--- src/rtl/pipe_hold_ctrl.sv ---
// pipe_hold_ctrl: stall/flush controller producing bubble and retain strobes for the 5-stage pipeline
module pipe_hold_ctrl #(
  parameter int FLUSH_CYCLES = 1,
  parameter int MEM_TIMEOUT  = 255,
  parameter int CNT_W        = 32
) (
  input  logic             clock,
  input  logic             reset_n,
  input  logic             ex_is_load,
  input  logic [4:0]       ex_rd,
  input  logic [4:0]       id_rs1,
  input  logic [4:0]       id_rs2,
  input  logic             id_rs1_used,
  input  logic             id_rs2_used,
  input  logic             jump_req,
  input  logic [31:0]      jump_addr,
  input  logic             mem_req,
  input  logic             mem_ack,
  input  logic             div_start,
  input  logic             div_done,
  output logic             stall_pc,
  output logic             stall_if_id,
  output logic             hold_if_id,
  output logic             hold_id_ex,
  output logic             hold_ex_mem,
  output logic             hold_mem_wb,
  output logic             jump_en,
  output logic [31:0]      jump_addr_o,
  output logic             bus_err,
  output logic [CNT_W-1:0] stall_cnt
);
  localparam int TW = MEM_TIMEOUT > 1 ? $clog2(MEM_TIMEOUT + 1) : 1;
  localparam logic [3:0] FL0 = 4'(FLUSH_CYCLES - 1);
  typedef enum logic [1:0] {RUN, MEM_WAIT, DIV_WAIT, FLUSH} state_t;
  state_t state_q, state_d;
  logic [TW-1:0] tmo_q, tmo_d, tmo_inc;
  logic [3:0] fl_q, fl_d;
  logic jump_en_q, jump_en_d, bus_err_q, bus_err_d;
  logic [31:0] jump_addr_q, jump_addr_d;
  logic [CNT_W-1:0] stall_cnt_q, stall_cnt_d;
  logic lu, mem_miss, tmo_hit, jump_take;
  logic s_stall, h_if_id, h_id_ex, h_ex_mem, h_mem_wb;
  assign lu = ex_is_load && ex_rd != 5'd0 &&
              ((id_rs1_used && id_rs1 == ex_rd) || (id_rs2_used && id_rs2 == ex_rd));
  assign mem_miss = mem_req && !mem_ack;
  assign tmo_inc = tmo_q + 1'b1;
  assign tmo_hit = (MEM_TIMEOUT != 0) && tmo_inc == TW'(MEM_TIMEOUT);
  always_comb begin
    state_d     = state_q;
    tmo_d       = tmo_q;
    fl_d        = fl_q;
    jump_en_d   = 1'b0;
    jump_addr_d = jump_addr_q;
    bus_err_d   = 1'b0;
    jump_take   = 1'b0;
    s_stall     = 1'b0;
    h_if_id     = 1'b0;
    h_id_ex     = 1'b0;
    h_ex_mem    = 1'b0;
    h_mem_wb    = 1'b0;
    case (state_q)
      RUN:
        if (mem_miss) begin
          s_stall  = 1'b1;
          h_mem_wb = 1'b1;
          tmo_d    = '0;
          state_d  = MEM_WAIT;
        end else if (div_start) begin
          s_stall  = 1'b1;
          h_ex_mem = 1'b1;
          state_d  = DIV_WAIT;
        end else if (jump_req) begin
          jump_take = 1'b1;
        end else if (lu) begin
          s_stall = 1'b1;
          h_id_ex = 1'b1;
        end
      MEM_WAIT:
        if (mem_ack) begin
          state_d = RUN;
        end else if (tmo_hit) begin
          // abandoned access still needs its MEM/WB slot bubbled
          h_mem_wb  = 1'b1;
          bus_err_d = 1'b1;
          state_d   = RUN;
        end else begin
          s_stall  = 1'b1;
          h_mem_wb = 1'b1;
          tmo_d    = tmo_inc;
        end
      DIV_WAIT:
        if (div_done) begin
          state_d = RUN;
        end else begin
          s_stall  = 1'b1;
          h_ex_mem = 1'b1;
        end
      FLUSH: begin
        h_if_id = 1'b1;
        if (jump_req) begin
          jump_take = 1'b1;
        end else begin
          fl_d    = fl_q - 4'd1;
          state_d = fl_q == 4'd1 ? RUN : FLUSH;
        end
      end
      default: state_d = RUN;
    endcase
    if (jump_take) begin
      h_if_id     = 1'b1;
      h_id_ex     = 1'b1;
      jump_en_d   = 1'b1;
      jump_addr_d = jump_addr;
      fl_d        = FL0;
      state_d     = FLUSH_CYCLES > 1 ? FLUSH : RUN;
    end
    stall_cnt_d = stall_cnt_q + CNT_W'(s_stall);
  end
  always_ff @(posedge clock or negedge reset_n) begin
    if (!reset_n) begin
      state_q     <= RUN;
      tmo_q       <= '0;
      fl_q        <= '0;
      jump_en_q   <= 1'b0;
      jump_addr_q <= '0;
      bus_err_q   <= 1'b0;
      stall_cnt_q <= '0;
    end else begin
      state_q     <= state_d;
      tmo_q       <= tmo_d;
      fl_q        <= fl_d;
      jump_en_q   <= jump_en_d;
      jump_addr_q <= jump_addr_d;
      bus_err_q   <= bus_err_d;
      stall_cnt_q <= stall_cnt_d;
    end
  end
  // reset bubbles the whole pipeline and releases every retain
  assign stall_pc    = reset_n && s_stall;
  assign stall_if_id = reset_n && s_stall;
  assign hold_if_id  = !reset_n || h_if_id;
  assign hold_id_ex  = !reset_n || h_id_ex;
  assign hold_ex_mem = !reset_n || h_ex_mem;
  assign hold_mem_wb = !reset_n || h_mem_wb;
  assign jump_en     = jump_en_q;
  assign jump_addr_o = jump_addr_q;
  assign bus_err     = bus_err_q;
  assign stall_cnt   = stall_cnt_q;
endmodule
--- config.mk ---
export PLATFORM = sky130hd
export DESIGN_NAME = pipe_hold_ctrl
export DESIGN_NICKNAME = d
export VERILOG_FILES = /design/src/rtl/pipe_hold_ctrl.sv
export SDC_FILE = /design/constraint.sdc
export NUM_CORES = 1
export LEC_CHECK = 0
export CAP_MARGIN = 15
export CORE_ASPECT_RATIO = 1.1
export CORE_MARGIN = 2
export CORE_UTILIZATION = 51
export CTS_BUF_LIST = sky130_fd_sc_hd__clkbuf_4 sky130_fd_sc_hd__clkbuf_8
export DETAILED_ROUTE_END_ITERATION = 8
export HOLD_SLACK_MARGIN = 0.08
export PLACE_DENSITY = 0.88
export SKIP_CTS_REPAIR_TIMING = 1
export SYNTH_ARGS = -nofsm -noshare
export SYNTH_HDL_FRONTEND = slang
export SYNTH_SLANG_ARGS = --single-unit
--- constraint.sdc ---
create_clock -name clock -period 5.1 [get_ports clock]
set_input_delay 0.765 -clock clock [delete_from_list [all_inputs] [get_ports clock]]
set_output_delay 0.765 -clock clock [all_outputs]
set_load 0.01 [all_outputs]
==> Yosys cells after proc, flatten, opt, wreduce, memory -nomap -nowiden <==
Cells that the tools add are included.
{ "classes": {"n_reduce_logical": 20, "addsub": 3, "n_bitwise": 0, "div_mod_pow": 0, "multipliers": 0, "order_cmp": 0, "eq_ne": 15, "n_shift": 0, "muxes": 44} }
{ "op_table": {"columns": ["operator", "n"], "rows": [
  ["$add A32 B1 Y32", 1],
  ["$mux W1", 24],
  ["$mux W8", 3],
  ["$mux W2", 8],
  ["$pmux W8 S2", 1],
  ["$mux W4", 3],
  ["$eq A5 B5 Y1", 2],
  ["$add A8 B1 Y8 const B", 1],
  ["$eq A8 B8 Y1 const B", 1],
  ["$ne A4 B4 Y1 const B", 2],
  ["$pmux W2 S4", 1],
  ["$reduce_and A4 Y1", 2],
  ["$logic_and A1 B1 Y1", 6],
  ["$ne A2 B2 Y1 const B", 3],
  ["$ne A3 B3 Y1 const B", 2],
  ["$pmux W1 S2", 3],
  ["$logic_or A1 B1 Y1", 5],
  ["$reduce_bool A5 Y1", 1],
  ["$eq A2 B2 Y1 const B", 2],
  ["$eq A4 B1 Y1 const B", 1],
  ["$reduce_bool A2 Y1", 2],
  ["$sub A4 B1 Y4 const B", 1],
  ["$pmux W1 S3", 1],
  ["$eq A2 B1 Y1 const B", 1],
  ["4 further kinds", 5]
]} }
{ "word_totals": {"inputBits": 57, "output_inout_bits": 72, "latchBits": 0, "regBits": 80, "mem_bits_ro": 0, "wordCells": 89, "mem_count": 0, "mem_bits_rw": 0} }

==> Logic depth before layout (Yosys ltp) <==
{ "depth": {"word_depth": 11, "ltp_mapped": 15} }

==> Worst setup path after synthesis <==
No wires, ideal clock.
{ "synth_timing": {"path_kind": "input-to-reg", "from": "input port ex_rd[1]", "to": "register stall_cnt_q[18] (netlist: stall_cnt[18])", "t_arrival_ps": 3055, "slack_ps": 1965, "stages": 13, "setup_time_ps": 80, "path_buffers": 0, "cell_sequence": "or4_1 -> o21ai_1 -> a21oi_1 -> a211o_1 -> nor2b_1 -> ha_1 -> ha_1 -> and3_1 -> nand4_4 -> nor2_1 -> and3_2 -> nand3_1 -> xnor2_1"} }
{ "synth_between": {"elab_chain_cells": 10, "word_cells_on_any_way": 14, "classes_between": "add/sub (1); eq/ne (2); mux (5); reduce/logical (6)"} }
{ "synth_lines": {"columns": ["item", "line_no", "rtl"], "rows": [
  ["from (decl)", "10", "input logic [4:0] ex_rd,"],
  ["$eq A5 B5 Y1", "44", "((id_rs1_used && id_rs1 == ex_rd) || (id_rs2_used && id_rs2 == ex_rd));"],
  ["$logic_and A1 B1 Y1", "44", null],
  ["$logic_or A1 B1 Y1", "44", null],
  ["$logic_and A1 B1 Y1 (*)", "43", "assign lu = ex_is_load && ex_rd != 5'd0 &&"],
  ["$mux W1 (*)", "74", "end else if (lu) begin"],
  ["$mux W1 (*)", "72", "end else if (jump_req) begin"],
  ["$mux W1 (*)", "68", "end else if (div_start) begin"],
  ["$mux W1 (*)", "63", "if (mem_miss) begin"],
  ["$pmux W1 S3 (*)", "61", "case (state_q)"],
  ["$add A32 B1 Y32 (*)", "117", "stall_cnt_d = stall_cnt_q + CNT_W'(s_stall);"],
  ["net stall_cnt_d[18]", "40", "logic [CNT_W-1:0] stall_cnt_q, stall_cnt_d;"],
  ["to (signal assigned)", "135", "stall_cnt_q <= stall_cnt_d;"],
  ["to (decl)", "40", null]
]} }
The timed path passes the listed nets; every way through them passes the cells marked *.
A chain may end at the register's enable or synchronous reset.

==> Worst setup path in the final report <==
{ "layout_timing": {"from": "input port ex_rd[2]", "to": "output port stall_if_id"} }
{ "layout_between": {"elab_chain_cells": 10, "word_cells_on_any_way": 14, "classes_between": "eq/ne (2); mux (5); reduce/logical (7)"} }
{ "layout_lines": {"columns": ["item", "line_no", "rtl"], "rows": [
  ["$eq A5 B5 Y1", "44", null],
  ["$logic_and A1 B1 Y1", "44", null],
  ["$logic_or A1 B1 Y1", "44", null],
  ["$logic_and A1 B1 Y1 (*)", "43", null],
  ["$mux W1 (*)", "74", null],
  ["$mux W1 (*)", "72", null],
  ["$mux W1 (*)", "68", null],
  ["$mux W1 (*)", "63", null],
  ["$pmux W1 S3 (*)", "61", null],
  ["$logic_and A1 B1 Y1 (*)", "140", "assign stall_if_id = reset_n && s_stall;"],
  ["to (decl)", "22", "output logic stall_if_id,"]
]} }
Every way passes the cells marked *; elsewhere a longest branch is shown, timed or not.

==> impl_metrics.ini <==
[routing]
vias = 3029
wl_mm = 8.603
vias_per_cell = 5.361
wl_per_cell_um = 15.23
drc = 0
drt_iter0_markers = 150
ant_nets = 0
drtPass1Iterations = 4

[timing]
tightest_slew_ns = 0.9733
maxSlewViolCount = 0
fin_crit_ns = 3.809
setup_viol = 0
finalCritPeriodShare_pct = 74.69
maxSlewHeadroom_pct = 35.11
rsz0062_at_grt = no
finalHoldViolations = 0
clock_skew_ns = 0.01709
max_freq_mhz = 262.5
holdWs_ns = 0.2188
tns_ns = 0

[synth]
yosysWarnings = 0
synth-main-ff-cell = dfrtp_1
synth_edf_count = 0
synth_area_leaders = dfrtp_1, mux2_2, xor2_1
synth.most_common_cell = dfrtp_1
ys_seq_elements = 80
async_reset_ff_share_pct = 100.0
yosysTopAreaCell = dfrtp_1
synth_common_cells = dfrtp_1, mux2_2, nand2_1
yosys.cell_types.count = 52
syn_area_um2 = 3864
synthCells = 338
syn_area_per_cell_um2 = 11.43
syn_nets = 406
yosysTopAreaCellShare_pct = 51.81
ys_seq_area_share_pct = 51.81

[setup_path]
crit_type = primary input to output port
critPathCaptureType = output port
startpoint_type = primary input
worst_path_max_delay_cell = clkdlybuf4s50_1
critPathMaxStageDelay_ns = 0.60
crit_family = buffers and inverters
path_cells = clkdlybuf4s50_1, xor2_1, nor4_1, nand3_1, a21oi_1, a211o_1, nor3b_1, clkdlybuf4s50_1
crit_path_start = ex_rd[2]
cpMostUsedCell = clkdlybuf4s50_1
worstReg2RegEnd = stall_cnt[18]$_DFF_PN0_
r2r_slack_ns = 1.73
worstPathArrival_ns = 3.04
path_max_fanout = 3
crit_cells = 8
r2r_start = tmo_q[0]$_DFFE_PN0P_
cp.required_ns = 4.34
crit_buf_inv = 2
crit_end = stall_if_id
rr_worst_depth = 15

[die]
die_x_um = 86.99
initial_core_util_pct = 52.28
core_area_um2 = 7391
die_h_um = 95.29
rows = 33
pin_count = 129
die_area_um2 = 8289

[final_layout]
syn_to_final_growth_pct = 40.48
nFillCells = 505
stdcell_count = 565
drive_gt1_share_pct = 13.39
diodes = 0
fin_nets = 541

[grt]
gr-total-overflow = 0
grt_max_degree = 79
grt_pass1_vias = 3010
antenna_found_initial = 0
grt_pass1_wl_mm = 14.02
grtUsageTotal_pct = 21.81

[place]
dp_cells = 549
io_buffers = 128
hpwl_mm = 6.411
gp_congestion = 0.8449

[clock_tree]
cts_max_path_buffers = 2
htreeDepth = 3
cts_tree = built
cts.sinks = 80
clk_pin_slew_ns = 0.08
clock_latency_ns = 0.35
cts-root-buf = clkbuf_8
cts_made_buffers = 9

[status]
run_status = finished, final reports clean

[min_path]
hold_path.class = primary input to asynchronous set/reset pin

[power_and_ir_drop]
power.total_mw = 2.396
leakagePower_nw = 2.379
ir_worst_vdd_uv = 211.5
p_per_area_nw_per_um2 = 441.4

[run]
drv_cap = 0
worst register-to-register path, cell delays in order, from the launching register on:
cell and delay (ns):
dfrtp_1 0.47, ha_1 0.31, inv_1 0.13, o211ai_1 0.09, and3_2 0.25, a21oi_4 0.28, a211o_1 0.16, nor2b_1 0.14
ha_1 0.21, ha_1 0.19, and3_1 0.29, nand4_4 0.16, nor2_1 0.17, and3_2 0.22, nand3_1 0.09, xnor2_1 0.14
final cells by class:
type | count | area, um2 | area share (%)
clock buffer | 10 | 131.4 | 2.420
clock inverter | 6 | 67.56 | 1.245
inverter | 14 | 52.55 | 0.9682
multi-input combinational | 238 | 1772 | 32.64
sequential | 80 | 2002 | 36.88
tap | 87 | 108.9 | 2.006
timing repair buffer | 130 | 1294 | 23.84
where the power goes:
part | total [mW] | switching, mW | internal (mW)
Combinational | 0.972 | 0.413 | 0.559
Sequential | 0.950 | 0.130 | 0.820
Clock | 0.474 | 0.240 | 0.234
cell families after synthesis:
group                      share of synthesized area [%]
adders and majority gates                          3.562
and+or+nand+nor                                    16.84
DFF                                                51.81
xor gates and xnor gates                           9.747
buffers and inverters                              2.331
muxes                                              9.326
AOI/OAI and AO/OA                                  6.380
metrics by stage:
step	worst slack, ns	cell area (um2)	utilization [%]
final	1.291	5428	73.44
after CTS	1.261	5428	73.44
after floorplan	1.965	3864	-
after global routing	1.063	5428	73.44
after global placement	1.291	5229	70.75
after detailed placement	1.161	5229	70.75
worst min path at each step:
| stage | startpoint | cells after the start | endpoint | slack, ns |
|---|---|---|---|---|
| after floorplan | reset_n | 0 | bus_err$_DFF_PN0_ | 0.47 |
| after global placement | stall_cnt[31]$_DFF_PN0_ | 1 | stall_cnt[31]$_DFF_PN0_ | 0.46 |
| after detailed placement | stall_cnt[31]$_DFF_PN0_ | 1 | stall_cnt[31]$_DFF_PN0_ | 0.46 |
| after CTS | reset_n | 1 | bus_err$_DFF_PN0_ | 0.21 |
| after global routing | reset_n | 1 | bus_err$_DFF_PN0_ | 0.21 |
| final | reset_n | 1 | bus_err$_DFF_PN0_ | 0.22 |
layer usage:
layer  global-route usage (%)  vias to the layer above  share of wire, %  wire (um)
li1                         -                     1446                 -          -
met1                    27.37                     1471                42       3644
met4                    8.724                        0               1.5        127
met5                        0                        -                 0          0
met2                    37.09                       99                51       4378
met3                    4.156                       13               5.3        453
placed cells by master, fill, tap and decap left out, drive strengths merged, types with 2 or more instances in the layout:
cell           instances
clkdlybuf4s50        127
dfrtp                 80
mux2                  32
nand2                 26
xor2                  24
nor2                  22
nand3                 20
xnor2                 19
inv                   16
and3                  12
ha                    11
clkbuf                10
o21ai                  9
nor2b                  6
a21oi                  6
nand2b                 5
nand4                  5
a211o                  4
and2                   3
or3                    3
nor3                   3
buf                    3
and4                   2
or2                    2
nor4                   2
a31oi                  2
o211ai                 2
nor4b                  2
o2bb2ai                2
clkinvlp               2
or4                    2
flip-flops by register name, summed over array words and instances, names as in the netlist:
register and flops:
jump_addr_o 32, bus_err 1, fl_q 4, jump_en 1, state_q 2, stall_cnt 32
tmo_q 8
Power figures use the tool's default switching activity.
